### src/rtl/lin_interp_sched_if.sv
// rtl/lin_interp_sched_if.sv - IQ input stream and operand-pair output stream of the interpolator scheduler
interface lin_interp_sched_if #(
  parameter int DATA_WIDTH = 16
);
  logic [2*DATA_WIDTH-1:0] in_tdata;
  logic                    in_tvalid;
  logic                    in_tlast;
  logic                    in_tready;
  logic [2*DATA_WIDTH-1:0] out0_tdata;
  logic [2*DATA_WIDTH-1:0] out1_tdata;
  logic [DATA_WIDTH-1:0]   scale0_tdata;
  logic [DATA_WIDTH-1:0]   scale1_tdata;
  logic                    out_tvalid;
  logic                    out_tlast;
  logic                    out_tready;

  modport master (
    output in_tdata, in_tvalid, in_tlast, out_tready,
    input  in_tready, out0_tdata, out1_tdata, scale0_tdata, scale1_tdata, out_tvalid, out_tlast
  );

  modport slave (
    input  in_tdata, in_tvalid, in_tlast, out_tready,
    output in_tready, out0_tdata, out1_tdata, scale0_tdata, scale1_tdata, out_tvalid, out_tlast
  );
endinterface

### src/rtl/lin_interp_sched.sv
// rtl/lin_interp_sched.sv - phase-accumulator scheduler issuing sample pairs and Q1.15 weights at a fractional step
// Optional LIN_INTERP_SCHED_PHASE_EN adds cfg_phase_i as the initial fraction of each burst.
module lin_interp_sched #(
  parameter int DATA_WIDTH = 16,
  parameter int STEP_WIDTH = 16
) (
  input  logic                  clk_i,
  input  logic                  reset_n_i,
  input  logic [STEP_WIDTH-1:0] cfg_step_i,
`ifdef LIN_INTERP_SCHED_PHASE_EN
  input  logic [STEP_WIDTH-2:0] cfg_phase_i,
`endif
  output logic                  busy_o,
  lin_interp_sched_if.slave     bus
);
  localparam int FW = STEP_WIDTH - 1;
  localparam int SW = 2 * DATA_WIDTH;
  localparam logic [STEP_WIDTH-1:0] STEP_ONE = {1'b1, {FW{1'b0}}};
  localparam logic [FW:0] W_ONE = {1'b1, {FW{1'b0}}};
  localparam logic [FW:0] W_MAX = {1'b0, {FW{1'b1}}};

  typedef enum logic [1:0] {IDLE, RUN, DRAIN} state_e;

  state_e                 state_q, state_d;
  logic [SW-1:0]          s0_q, s0_d, s1_q, s1_d;
  logic [1:0]             ip_q, ip_d;
  logic [FW-1:0]          f_q, f_d;
  logic [STEP_WIDTH-1:0]  step_q, step_d;
  logic                   rdy_q;
  logic [SW-1:0]          o0_q, o0_d, o1_q, o1_d;
  logic [DATA_WIDTH-1:0]  sc0_q, sc0_d, sc1_q, sc1_d;
  logic                   ov_q, ov_d, ol_q, ol_d;

  logic [FW+1:0]          pos_sum, pos_a;
  logic [1:0]             ip_a;
  logic [FW-1:0]          f_a;
  logic [FW:0]            w0;
  logic                   out_free, emit, in_rdy;

  always_comb begin
    pos_sum  = {ip_q, f_q} + {1'b0, step_q};
    out_free = !ov_q || bus.out_tready;
    emit     = (state_q != IDLE) && (ip_q == 2'd0) && out_free;
    pos_a    = emit ? pos_sum : {ip_q, f_q};
    ip_a     = pos_a[FW+1:FW];
    f_a      = pos_a[FW-1:0];
    w0       = (f_q == '0) ? W_MAX : (W_ONE - {1'b0, f_q});

    state_d = state_q;
    s0_d    = s0_q;
    s1_d    = s1_q;
    ip_d    = ip_q;
    f_d     = f_q;
    step_d  = step_q;
    o0_d    = o0_q;
    o1_d    = o1_q;
    sc0_d   = sc0_q;
    sc1_d   = sc1_q;
    ov_d    = ov_q && !bus.out_tready;
    ol_d    = ol_q;
    in_rdy  = 1'b0;

    if (emit) begin
      o0_d  = s0_q;
      o1_d  = s1_q;
      sc0_d = DATA_WIDTH'(w0);
      sc1_d = DATA_WIDTH'(f_q);
      ov_d  = 1'b1;
      ol_d  = 1'b0;
    end

    case (state_q)
      IDLE: begin
        in_rdy = rdy_q;
        if (bus.in_tvalid && rdy_q) begin
          if (bus.in_tlast) begin
            // A lone sample drains through the single (s1,s1) emit, so it yields exactly one output.
            s0_d    = bus.in_tdata;
            s1_d    = bus.in_tdata;
            ip_d    = 2'd1;
            f_d     = '0;
            state_d = DRAIN;
          end else begin
            s1_d   = bus.in_tdata;
            step_d = (cfg_step_i == '0) ? STEP_ONE : cfg_step_i;
            ip_d   = 2'd1;
`ifdef LIN_INTERP_SCHED_PHASE_EN
            f_d    = cfg_phase_i;
`else
            f_d    = '0;
`endif
            state_d = RUN;
          end
        end
      end
      RUN: begin
        in_rdy = (ip_a != 2'd0);
        ip_d   = ip_a;
        f_d    = f_a;
        if (bus.in_tvalid && in_rdy) begin
          s0_d = s1_q;
          s1_d = bus.in_tdata;
          ip_d = ip_a - 2'd1;
          if (bus.in_tlast) begin
            state_d = DRAIN;
          end
        end
      end
      DRAIN: begin
        if (ip_q != 2'd0) begin
          if (out_free) begin
            o0_d    = s1_q;
            o1_d    = s1_q;
            sc0_d   = DATA_WIDTH'(W_MAX);
            sc1_d   = '0;
            ov_d    = 1'b1;
            ol_d    = 1'b1;
            ip_d    = 2'd0;
            f_d     = '0;
            state_d = IDLE;
          end
        end else begin
          ip_d = ip_a;
          f_d  = f_a;
          // The last pair is done once the phase would step past the newer sample.
          if (emit && (ip_a != 2'd0)) begin
            ol_d    = 1'b1;
            ip_d    = 2'd0;
            f_d     = '0;
            state_d = IDLE;
          end
        end
      end
      default: state_d = IDLE;
    endcase
  end

  always_ff @(posedge clk_i or negedge reset_n_i) begin
    if (!reset_n_i) begin
      state_q <= IDLE;
      s0_q    <= '0;
      s1_q    <= '0;
      ip_q    <= '0;
      f_q     <= '0;
      step_q  <= '0;
      rdy_q   <= 1'b0;
      o0_q    <= '0;
      o1_q    <= '0;
      sc0_q   <= '0;
      sc1_q   <= '0;
      ov_q    <= 1'b0;
      ol_q    <= 1'b0;
    end else begin
      state_q <= state_d;
      s0_q    <= s0_d;
      s1_q    <= s1_d;
      ip_q    <= ip_d;
      f_q     <= f_d;
      step_q  <= step_d;
      rdy_q   <= 1'b1;
      o0_q    <= o0_d;
      o1_q    <= o1_d;
      sc0_q   <= sc0_d;
      sc1_q   <= sc1_d;
      ov_q    <= ov_d;
      ol_q    <= ol_d;
    end
  end

  assign bus.in_tready    = in_rdy;
  assign bus.out0_tdata   = o0_q;
  assign bus.out1_tdata   = o1_q;
  assign bus.scale0_tdata = sc0_q;
  assign bus.scale1_tdata = sc1_q;
  assign bus.out_tvalid   = ov_q;
  assign bus.out_tlast    = ol_q;
  assign busy_o           = (state_q != IDLE);
endmodule

### src/flat_wrapper.sv
// flat-port wrapper written by rule: the top's interface ports become plain ports
module lin_interp_sched_flat 
#(
  parameter int DATA_WIDTH = 16,
  parameter int STEP_WIDTH = 16
)
  (clk_i, reset_n_i, cfg_step_i, busy_o, bus_in_tdata, bus_in_tvalid, bus_in_tlast, bus_out_tready, bus_in_tready, bus_out0_tdata, bus_out1_tdata, bus_scale0_tdata, bus_scale1_tdata, bus_out_tvalid, bus_out_tlast);
  lin_interp_sched_if #(.DATA_WIDTH(DATA_WIDTH)) bus_i ();
  input  logic clk_i;
  input  logic reset_n_i;
  input  logic [STEP_WIDTH-1:0] cfg_step_i;
  output logic busy_o;
  input wire logic [$bits(bus_i.in_tdata)-1:0] bus_in_tdata;
  input wire logic [$bits(bus_i.in_tvalid)-1:0] bus_in_tvalid;
  input wire logic [$bits(bus_i.in_tlast)-1:0] bus_in_tlast;
  input wire logic [$bits(bus_i.out_tready)-1:0] bus_out_tready;
  output wire logic [$bits(bus_i.in_tready)-1:0] bus_in_tready;
  output wire logic [$bits(bus_i.out0_tdata)-1:0] bus_out0_tdata;
  output wire logic [$bits(bus_i.out1_tdata)-1:0] bus_out1_tdata;
  output wire logic [$bits(bus_i.scale0_tdata)-1:0] bus_scale0_tdata;
  output wire logic [$bits(bus_i.scale1_tdata)-1:0] bus_scale1_tdata;
  output wire logic [$bits(bus_i.out_tvalid)-1:0] bus_out_tvalid;
  output wire logic [$bits(bus_i.out_tlast)-1:0] bus_out_tlast;
  assign bus_i.in_tdata = bus_in_tdata;
  assign bus_i.in_tvalid = bus_in_tvalid;
  assign bus_i.in_tlast = bus_in_tlast;
  assign bus_i.out_tready = bus_out_tready;
  assign bus_in_tready = bus_i.in_tready;
  assign bus_out0_tdata = bus_i.out0_tdata;
  assign bus_out1_tdata = bus_i.out1_tdata;
  assign bus_scale0_tdata = bus_i.scale0_tdata;
  assign bus_scale1_tdata = bus_i.scale1_tdata;
  assign bus_out_tvalid = bus_i.out_tvalid;
  assign bus_out_tlast = bus_i.out_tlast;
  lin_interp_sched #(.DATA_WIDTH(DATA_WIDTH), .STEP_WIDTH(STEP_WIDTH)) u_core (.clk_i(clk_i), .reset_n_i(reset_n_i), .cfg_step_i(cfg_step_i), .busy_o(busy_o), .bus(bus_i));
endmodule
### config.mk
export PLATFORM = sky130hd
export DESIGN_NAME = lin_interp_sched_flat
export DESIGN_NICKNAME = d
export VERILOG_FILES = /design/src/rtl/lin_interp_sched_if.sv /design/src/rtl/lin_interp_sched.sv /design/src/flat_wrapper.sv
export SDC_FILE = /design/constraint.sdc
export NUM_CORES = 1
export LEC_CHECK = 0
export ABC_AREA = 1
export CORE_UTILIZATION = 46
export DETAILED_ROUTE_END_ITERATION = 16
export GPL_TIMING_DRIVEN = 0
export PLACE_DENSITY = 0.7
export REMOVE_ABC_BUFFERS = 1
export SYNTH_ARGS = -nofsm -noshare
export SYNTH_HDL_FRONTEND = slang
export SYNTH_SLANG_ARGS = --single-unit
### constraint.sdc
create_clock -name clk_i -period 3.85 [get_ports clk_i]
set_input_delay 0.9625 -clock clk_i [delete_from_list [all_inputs] [get_ports clk_i]]
set_output_delay 0.9625 -clock clk_i [all_outputs]
set_load 0.01 [all_outputs]
# == Word level (Yosys, flattened, before mapping) ==
# Index checks and enable logic that the tools add are counted.
# totals
regBits,198
in_bits,53
wordCells,102
# op_classes
n_eq_ne,8
n_reduce_logical,23
n_bitwise,1
muxes,54
addsub,3
# op_table
cell,count
$mux 32,13
$mux 16,10
$pmux 32 s2,2
$mux 15,4
$pmux 15 s3,1
$mux 2,11
$add 17x16->17,1
$mux 17,1
$logic_not 16->1,1
$sub 16x15->16 const A,1
$logic_not 15->1,1
$pmux 2 s3,2
$mux 1,9
$reduce_and 3->1,3
$reduce_bool 2->1,4
$logic_and 1x1->1,6
$reduce_and 5->1,1
$logic_not 2->1,2
$ne 2x1->1 const B,2
$ne 2x2->1 const B,2
$reduce_and 4->1,1
$ne 3x1->1 const B,1
$ne 3x2->1 const B,1
$reduce_bool 3->1,1
other kinds (7),8

# == Longest topological paths before layout ==
# Gate-level depths: netlist of the first run.
# depth
depth_word,9
mapped_depth,20

# == Worst setup path after synthesis of the first run ==
# Ideal clock, no wire load.
# synth_path
kind,in2out
from,input port bus_out_tready
to,output port bus_in_tready
cell_stages,6
t_arrival_ns,2.170
n_path_buf,1
slack_ns,0.718
path_cell_list,nor2_2 -> nor3_4 -> clkbuf_1 -> a21oi_1 -> ha_1 -> o21ai_0
# synth_between
elab_chain_len,5
# synth_lines
item,line_no,source
"start, declared",flat_wrapper.sv:16,input wire logic [$bits(bus_i.out_tready)-1:0] bus_out_tready;
$logic_or 1x1->1,lin_interp_sched.sv:42,out_free = !ov_q || bus.out_tready;
$logic_and 1x1->1,lin_interp_sched.sv:43,emit = (state_q != IDLE) && (ip_q == 2'd0) && out_free;
$mux 17,lin_interp_sched.sv:44,"pos_a = emit ? pos_sum : {ip_q, f_q};"
$reduce_bool 2->1,lin_interp_sched.sv:97,in_rdy = (ip_a != 2'd0);
$pmux 1 s2,lin_interp_sched.sv:72,case (state_q)
"end, declared",flat_wrapper.sv:17,output wire logic [$bits(bus_i.in_tready)-1:0] bus_in_tready;
# No other way between the ends.

# == Worst setup path after layout of the first run ==
# Ends and elaborated chain as after synthesis.

==> results of run 1 <==
## logic make-up (layout without fill, tap and decap cells)
group	after synthesis	count (layout)
multiplexers	15	15
AND/OR/NAND/NOR	427	429
AO/OA/AOI/OAI	224	224
other	1	1
flip-flops	198	198
adder cells (fa/ha/maj)	24	24
XOR/XNOR	15	15
buffers and inverters	175	324
## placed cells by master, fill, tap and decap left out, types with 21 or more instances in the layout
cell type	netlist	layout
clkdlybuf4s50_1	0	150
o21ai_0	88	87
nor2_1	49	49
ha_1	23	21
a21oi_1	40	39
o211ai_1	66	66
dfrtp_1	198	197
nand3_1	24	24
inv_1	119	119
nand2_1	327	326
## where the power goes
| part | leakage, uW | internal [uW] | switching, uW |
|---|---|---|---|
| Sequential | 0.00246 | 3040 | 596 |
| Combinational | 0.00282 | 2200 | 3280 |
| Clock | 0.000274 | 876 | 860 |
| Total | 0.00556 | 6120 | 4730 |
## cells in the mapped netlist (all sizes together) (3+ instances only)
cell / n
ha: 23
o21bai: 4
inv: 129
a21o: 5
nand4: 5
mux2: 15
buf: 25
a211oi: 3
dfrtp: 198
nor4: 4
nand3: 25
nor2: 54
xor2: 10
nor3: 7
a31oi: 6
o22ai: 3
clkbuf: 20
o21ai: 96
nand2: 331
xnor2: 5
o211ai: 66
a21oi: 40
## what timing repair did
action	in CTS	in global routing
gates resized for setup	11	9
setup endpoints to repair	173	5
pin swaps	4	1
buffers inserted	3	0
cloned	2	0
## layer usage
layer	vias up	track usage (%)	share of wire [%]
met4	0	8.975	2.3
met3	27	3.344	3.4
met5	-	0	0
met1	3608	29.81	45
li1	3786	-	-
met2	173	40.28	49
## cell type report
class / instances / area (um2)
Clock buffer: 18 / 439.2
Clock inverter: 14 / 132.6
Fill cell: 1771 / 7945
Inverter: 130 / 506.7
Multi-Input combinational cell: 708 / 3745
Sequential cell: 198 / 4956
Tap cell: 265 / 331.6
Timing Repair Buffer: 162 / 1662
## stage by stage
stage | cells | power (uW) | cell area, um2 | TNS (ps)
final | 1495 | 10850 | 11770 | 0
after global routing | 1495 | 11790 | 11770 | 0
after CTS | 1495 | 10920 | 11740 | 0
after detailed placement | 1458 | 8970 | 11080 | -235830
after global placement | 1451 | 8794 | 10980 | -1650650
after floorplan | 1034 | 6787 | 9131 | -40990
## flip-flops by register name, summed over array words and instances, names as in the netlist
signal and flops:
u_core.ip_q 2, u_core.f_q 15, u_core.state_q 2, u_core.bus.out1_tdata 32
u_core.rdy_q 1, u_core.bus.out0_tdata 32, u_core.bus.scale0_tdata 16, u_core.bus.scale1_tdata 16
u_core.bus.out_tlast 1, u_core.s0_q 32, u_core.step_q 16, u_core.bus.out_tvalid 1
u_core.s1_q 32
## how the worst min path moves through the flow
stage                                          start                    endpoint  slack [ps]  cells after the start
final                      u_core.bus.out1_tdata[14]   u_core.bus.out1_tdata[14]         470                      2
after global routing      u_core.bus.scale1_tdata[6]  u_core.bus.scale1_tdata[6]         500                      2
after CTS                  u_core.bus.out1_tdata[20]   u_core.bus.out1_tdata[20]         480                      2
after detailed placement   u_core.bus.out1_tdata[20]   u_core.bus.out1_tdata[20]         460                      2
after global placement     u_core.bus.out1_tdata[22]   u_core.bus.out1_tdata[22]         450                      2
after floorplan                    u_core.step_q[10]           u_core.step_q[10]         470                      1
## worst reg2reg max path: cells and delay by family, from the launching register on
kind / cells / cell delay (ps)
buf+inv: 3 / 360
flops: 1 / 410
compound gates: 7 / 1040
fa+ha+maj: 2 / 560
simple gates: 5 / 1080
==> flow_metrics.tcl, run 1 <==
set metrics [dict create \
    synth_edf_count 0 \
    final_max_slew_viol_count 0 \
    cp.depth 10 \
    hold_viol 0 \
    first_pass_iters 4 \
    worstSetupEndpointType "output pin" \
    synthXorXnorAreaFrac_pct 1.404 \
    grt_pass1_vias 7332 \
    ys_ff_latch 198 \
    reg2reg_depth 17 \
    die_y_um 144.6 \
    synth_cells 1079 \
    synth.area.top_cells "dfrtp_1 53%, nand2_1 13%, o211ai_1 5.3%, inv_1 4.8%, o21ai_0 4.7%" \
    via_per_inst 5.080 \
    gp_congestion 0.8548 \
    die_x_um 144.6 \
    die_area_mm2 0.02091 \
    maxCapViolations 0 \
    r2r_setup_slack_ps 350 \
    grt_pass1_wl_mm 37.07 \
    final_util_pct 59.71 \
    synthAdderAreaFrac_pct 3.290 \
    cts-root-buf "clkbuf_16" \
    yosysTopAreaCellShare_pct 52.96 \
    synth_compound_area_share_pct 14.28 \
    crit_buf_inv 4 \
    floorplan.initialDensity_pct 47.45 \
    p_leak_uw 0.005557 \
    path_common_cell "nand2_1" \
    synthFlopType "dfrtp_1" \
    ctsHoldBuffers 0 \
    cp_slowest_stage_delay_ps 470 \
    nets 1294 \
    syn_area_per_cell_um2 8.670 \
    cts_max_level 4 \
    path_max_fanout 61 \
    synth.distinct_cells 41 \
    synthMuxAreaShare_pct 1.806 \
    overflow 0 \
    vias 7594 \
    worstSetupStartpoint "bus_out_tready" \
    whs_ps 473.3 \
    port_buffers 152 \
    drive_gt1_share_pct 7.398 \
    clk_pin_slew_ps 70 \
    io_pins 153 \
    critical_path.startpoint_type "input pin" \
    ant_nets 0 \
    yosysTopAreaCell "dfrtp_1" \
    holdCritPathClass "reg -> reg" \
    grt_max_degree 108 \
    fin_crit_ps 3684 \
    setup_viol 0 \
    post_drt_wl_per_cell_um 15.40 \
    relSlewSlack_pct 14.55 \
    area_growth_pct 25.84 \
    wl_mm 23.03 \
    clock_sinks 198 \
    synth-simple-area-share_pct 18.60 \
    fin_crit_sh_pct 95.68 \
    drc 0 \
    dp_hpwl_mm 14.75 \
    initialDrtViolationCount 369 \
    worst_slew_pin_slew_ps 1280 \
    timing.rr.start "u_core.f_q[7]" \
    status "complete, no violations" \
    rsz0062_at_grt "no" \
    pre_cts_ws_ps -1779 \
    cts-buffers-inserted 17 \
    r2r_end "u_core.s0_q[23]" \
    clock_latency_ps 440 \
    worstPathRequired_ps 2890 \
    crit_type "in -> out" \
    yosysSeqAreaShare_pct 52.96 \
    worst_ir_drop_vdd_v 0.0005927 \
    antenna_found_initial 0 \
    skew_ps 12.01 \
    tritoncts "done" \
    fmax_mhz 271.5 \
    yosysWarnings 0 \
    synth_top_family_by_area "simple AND/OR/NAND/NOR gates" \
    core-area_mm2 0.01972 \
    netlist_area_mm2 0.009355 \
    antenna_cells 0 \
    critPathArrivalTime_ps 2720 \
    layout_setup_ws_ps 166.5 \
    synthArstFlopShare_pct 100.0 \
    path_delay_family "buffers and inverters" \
    p_per_area_mw_per_mm2 921.9 \
    cpMaxStageDelayCell "clkdlybuf4s50_1" \
    clk_path_buf_depth 2 \
    rows 51 \
    grt_util_all_layers_pct 23.43 \
    crit_chain "clkdlybuf4s50_1, nor2_2, nor3_4, buf_12, inv_12, nand2_1, nand2_1, ha_1, o21ai_0, clkbuf_2" \
    cp-endpoint "bus_in_tready" \
]
No activity file was read; power rests on OpenSTA's default activity.
==> run 2, diff against run 1 <==
--- a/config.mk
+++ b/config.mk
@@ -10,6 +10,7 @@
 export DETAILED_ROUTE_END_ITERATION = 16
 export GPL_TIMING_DRIVEN = 0
 export PLACE_DENSITY = 0.7
+export RECOVER_POWER = 25
 export REMOVE_ABC_BUFFERS = 1
 export SYNTH_ARGS = -nofsm -noshare
 export SYNTH_HDL_FRONTEND = slang
==> flow_metrics.tcl, run 2 (synthesis results as in run 1) <==
set metrics [dict create \
    hold_viol 0 \
    fmax_mhz 271.5 \
    gp_congestion 0.8548 \
    setup_viol 0 \
    fin_crit_sh_pct 95.68 \
    core-area_mm2 0.01972 \
    final_common_cell "nand2_1" \
    worst_slew_pin_slew_ps 2226 \
    overflow 0 \
    antenna_found_initial 0 \
    area_growth_pct 25.56 \
    via_per_inst 5.080 \
    final_max_slew_viol_count 93 \
    worstSetupEndpointType "output pin" \
    wl_mm 23.03 \
    path_max_fanout 61 \
    dp_hpwl_mm 14.75 \
    floorplan.initialDensity_pct 47.45 \
    die_y_um 144.6 \
    clock_latency_ps 440 \
    pre_cts_ws_ps -1779 \
    p_leak_uw 0.005547 \
    path_common_cell "nand2_1" \
    violations "max-capacitance violations, max-slew violations" \
    grt_pass1_vias 7332 \
    maxCapViolations 1 \
    status "complete, but fails checks" \
    rsz0062_at_grt "no" \
    crit_type "in -> out" \
    port_buffers 152 \
    cpMaxStageDelayCell "clkdlybuf4s50_1" \
    die_x_um 144.6 \
    critical_path.startpoint_type "input pin" \
    clock_sinks 198 \
    fin_crit_ps 3684 \
    crit_chain "clkdlybuf4s50_1, nor2_2, nor3_4, buf_12, inv_12, nand2_1, nand2_1, ha_1, o21ai_0, clkbuf_2" \
    layout_common_cells "326 x nand2_1, 197 x dfrtp_1, 150 x clkdlybuf4s50_1" \
    drive_gt1_share_pct 7.398 \
    cp_slowest_stage_delay_ps 470 \
    drc 0 \
    critPathArrivalTime_ps 2720 \
    initialDrtViolationCount 368 \
    grt_util_all_layers_pct 23.43 \
    tritoncts "done" \
    rows 51 \
    antenna_cells 0 \
    ant_nets 0 \
    cts_max_level 4 \
    layout_setup_ws_ps 166.5 \
    nets 1294 \
    post_drt_wl_per_cell_um 15.41 \
    cts-root-buf "clkbuf_16" \
    worst_ir_drop_vdd_v 0.0005919 \
    die_area_mm2 0.02091 \
    cts-buffers-inserted 17 \
    fin_tns_setup_ps 0 \
    holdCritPathClass "reg -> reg" \
    grt_max_degree 108 \
    io_pins 153 \
    skew_ps 12.01 \
    p_per_area_mw_per_mm2 923.6 \
    vias 7594 \
    first_pass_iters 4 \
    grt_pass1_wl_mm 37.07 \
    clk_pin_slew_ps 70 \
    clk_path_buf_depth 2 \
    worstPathRequired_ps 2890 \
    relSlewSlack_pct -48.39 \
]
-- run 2: final cells by class --
| cell class | count | area, um2 |
|---|---|---|
| multi-input combinational | 708 | 3745 |
| fill | 1775 | 7971 |
| clock buffer | 18 | 439.2 |
| inverter | 130 | 506.7 |
| timing repair buffer | 162 | 1635 |
| sequential | 198 | 4956 |
| tap | 265 | 331.6 |
| clock inverter | 14 | 132.6 |
-- run 2: final timing paths --
kind                                           start                         to  slack [ps]  cells after the start
max                                   bus_out_tready              bus_in_tready         170                     10
min                        u_core.bus.out1_tdata[14]  u_core.bus.out1_tdata[14]         470                      2
max reg2reg                            u_core.f_q[7]            u_core.s0_q[23]         350                     17
min reg2reg                u_core.bus.out1_tdata[14]  u_core.bus.out1_tdata[14]         470                      2
max in group asynchronous                  reset_n_i              u_core.f_q[6]         740                      2
min in group asynchronous                  reset_n_i  u_core.bus.out1_tdata[23]        1180                      1
-- run 2: critical path: cells and delay by family --
family	cells	cell delay [ps]
adders and majority gates	1	190
and+or+nand+nor	4	430
buffers and inverters	4	880
AOI/OAI and AO/OA	1	200
-- run 2: per-layer routing --
| layer | vias up | GRT usage (%) | part of all wire [%] |
|---|---|---|---|
| met3 | 27 | 3.344 | 3.4 |
| met2 | 174 | 40.28 | 49 |
| met4 | 0 | 8.975 | 2.3 |
| met5 | - | 0 | 0 |
| li1 | 3785 | - | - |
| met1 | 3608 | 29.81 | 45 |
-- run 2: through the flow --
step	cells	total power (uW)	utilization, %	hold slack, ps	instance area [um2]
floorplan	1034	6787	-	471.0	9131
global placement	1451	8794	55.71	453.2	10980
detailed placement	1458	8970	56.21	459.5	11080
CTS	1495	10920	59.55	477.8	11740
global route	1495	11780	59.57	497.6	11750
finish	1495	10850	59.57	473.3	11750
-- run 2: timing repair --
item | CTS | global route
endpoints found under the setup margin | 173 | 5
pin swaps | 4 | 1
setup buffers | 3 | 0
gates cloned | 2 | 0
gates resized for setup | 11 | 9
hold buffers | 0 | 0
-- run 2: power breakdown --
part / total [uW] / internal [uW] / leakage (uW) / switching, uW
sequential: 3640 / 3040 / 0.00246 / 596
combinational: 5480 / 2200 / 0.00281 / 3280
clock: 1730 / 876 / 0.000274 / 859
total: 10800 / 6120 / 0.00555 / 4730
==> run 3, diff against run 2 <==
--- a/config.mk
+++ b/config.mk
@@ -7,6 +7,7 @@
 export LEC_CHECK = 0
 export ABC_AREA = 1
 export CORE_UTILIZATION = 46
+export CTS_BUF_LIST = sky130_fd_sc_hd__clkbuf_8
 export DETAILED_ROUTE_END_ITERATION = 16
 export GPL_TIMING_DRIVEN = 0
 export PLACE_DENSITY = 0.7
==> flow_metrics.tcl, run 3 (synthesis results as in run 1) <==
set metrics [dict create \
    status "complete, but fails checks" \
    violations "max-capacitance violations, max-slew violations" \
    antenna_cells 0 \
    core-area_mm2 0.01972 \
    final_common_cell "nand2_1" \
    grt_max_degree 108 \
    clk_pin_slew_ps 100 \
    grt_pass1_wl_mm 36.80 \
    die_x_um 144.6 \
    p_per_area_mw_per_mm2 903.3 \
    clock_sinks 198 \
    gp_congestion 0.8548 \
    cts_max_level 4 \
    worstSetupEndpointType "output pin" \
    ctsHoldBuffers 0 \
    overflow 0 \
    die_area_mm2 0.02091 \
    p_leak_uw 0.005467 \
    crit_type "in -> out" \
    r2r_setup_slack_ps 410 \
    fin_crit_ps 3663 \
    cp_slowest_stage_delay_ps 470 \
    via_per_inst 5.117 \
    maxCapViolations 1 \
    worst_slew_pin_slew_ps 2231 \
    min_to "u_core.bus.out1_tdata[20]" \
    holdCritPathClass "reg -> reg" \
    setup_viol 0 \
    port_buffers 152 \
    skew_ps 17.89 \
    grt_util_all_layers_pct 23.25 \
    path_common_cell "nand2_1" \
    vias 7660 \
    fin_area_mm2 0.01157 \
    reg2reg_depth 19 \
    final_util_pct 58.66 \
    worstPathRequired_ps 2890 \
    place_area_mm2 0.01108 \
    first_pass_iters 5 \
    critPathArrivalTime_ps 2700 \
    cts-buffers-inserted 17 \
    drive_gt1_share_pct 7.386 \
    wl_mm 23.12 \
    rsz0062_at_grt "no" \
    initialDrtViolationCount 371 \
    critical_path.startpoint_type "input pin" \
    final_max_slew_viol_count 93 \
    crit_chain "clkdlybuf4s50_1, nor2_2, nor3_4, buf_12, inv_12, nand2_1, nand2_1, ha_1, o21ai_1, clkbuf_2" \
    clock_latency_ps 470 \
    grt_pass1_vias 7354 \
    nets 1296 \
    layout_common_cells "327 x nand2_1, 196 x dfrtp_1, 150 x clkdlybuf4s50_1" \
    cpMaxStageDelayCell "clkdlybuf4s50_1" \
    die_y_um 144.6 \
    post_drt_wl_per_cell_um 15.44 \
    rows 51 \
    drc 0 \
    tritoncts "done" \
    timing.rr.start "u_core.f_q[8]" \
    r2r_end "u_core.s0_q[31]" \
    floorplan.initialDensity_pct 47.45 \
    path_max_fanout 61 \
    hold_depth 2 \
    antenna_found_initial 0 \
    clk_path_buf_depth 2 \
    fin_crit_sh_pct 95.15 \
    dp_hpwl_mm 14.75 \
    hold_viol 0 \
    fmax_mhz 273.0 \
    worstHoldStart "u_core.bus.out1_tdata[20]" \
    worst_ir_drop_vdd_v 0.0003687 \
    relSlewSlack_pct -48.71 \
    io_pins 153 \
    ant_nets 0 \
    cts-root-buf "clkbuf_8" \
    area_growth_pct 23.63 \
]
run 3: routing by layer:
metal	share of wire, %	wire length [um]	vias up	global-route usage [%]
met5	0	0	-	0
met4	1.8	422	0	6.925
met3	4.5	1034	25	3.907
met2	50	11510	202	40.28
met1	44	10150	3652	29.71
li1	-	-	3781	-
run 3: worst max path at each step:
| stage | endpoint | from | cells after the start | slack, ps |
|---|---|---|---|---|
| 2_1_floorplan | u_core.s0_q[10] | bus_out_tready | 13 | -1100 |
| 5_1_grt | bus_in_tready | u_core.step_q[0] | 12 | 10 |
| 4_1_cts | bus_in_tready | u_core.f_q[7] | 11 | 6 |
| 3_5_place_dp | u_core.bus.out0_tdata[27] | bus_out_tready | 8 | -1780 |
| 6_report | bus_in_tready | bus_out_tready | 10 | 190 |
| 3_3_place_gp | u_core.state_q[0] | reset_n_i | 1 | -6540 |
run 3: cell type report:
cell class                      instances  area (um2)
Sequential cell                       198        4957
Clock inverter                         14       132.6
Multi-Input combinational cell        709        3735
Tap cell                              265       331.6
Clock buffer                           18       247.7
Fill cell                            1788        8152
Inverter                              130       506.7
Timing Repair Buffer                  163        1655
run 3: worst max-delay path, delay by kind of cell:
| kind | cells | cell delay (ps) |
|---|---|---|
| buffers and inverters | 4 | 880 |
| and+or+nand+nor | 4 | 490 |
| adders and majority gates | 1 | 200 |
| AOI/OAI and AO/OA | 1 | 160 |
run 3: timing repair:
| action | 4_1_cts | 5_1_grt |
|---|---|---|
| resized for setup | 12 | 8 |
| buffers inserted | 2 | 2 |
| setup endpoints to repair | 170 | 95 |
| pin swaps | 3 | 2 |
| gates cloned | 2 | 1 |
run 3: power breakdown:
part | internal, uW | switching [uW]
Sequential | 3040 | 589
Clock | 495 | 802
Combinational | 2230 | 3300
Total | 5760 | 4690
run 3: per-stage QoR:
step / TNS (ps) / power [uW] / instances / setup slack, ps / hold WS, ps
final: 0 / 10450 / 1497 / 186.7 / 478.8
after global routing: 0 / 11390 / 1497 / 11.53 / 504.6
after CTS: 0 / 10430 / 1494 / 6.177 / 485.2
after detailed placement: -235830 / 8970 / 1458 / -1779 / 459.5
after global placement: -1650650 / 8794 / 1451 / -6537 / 453.2
after floorplan: -40990 / 6787 / 1034 / -1099 / 471.0
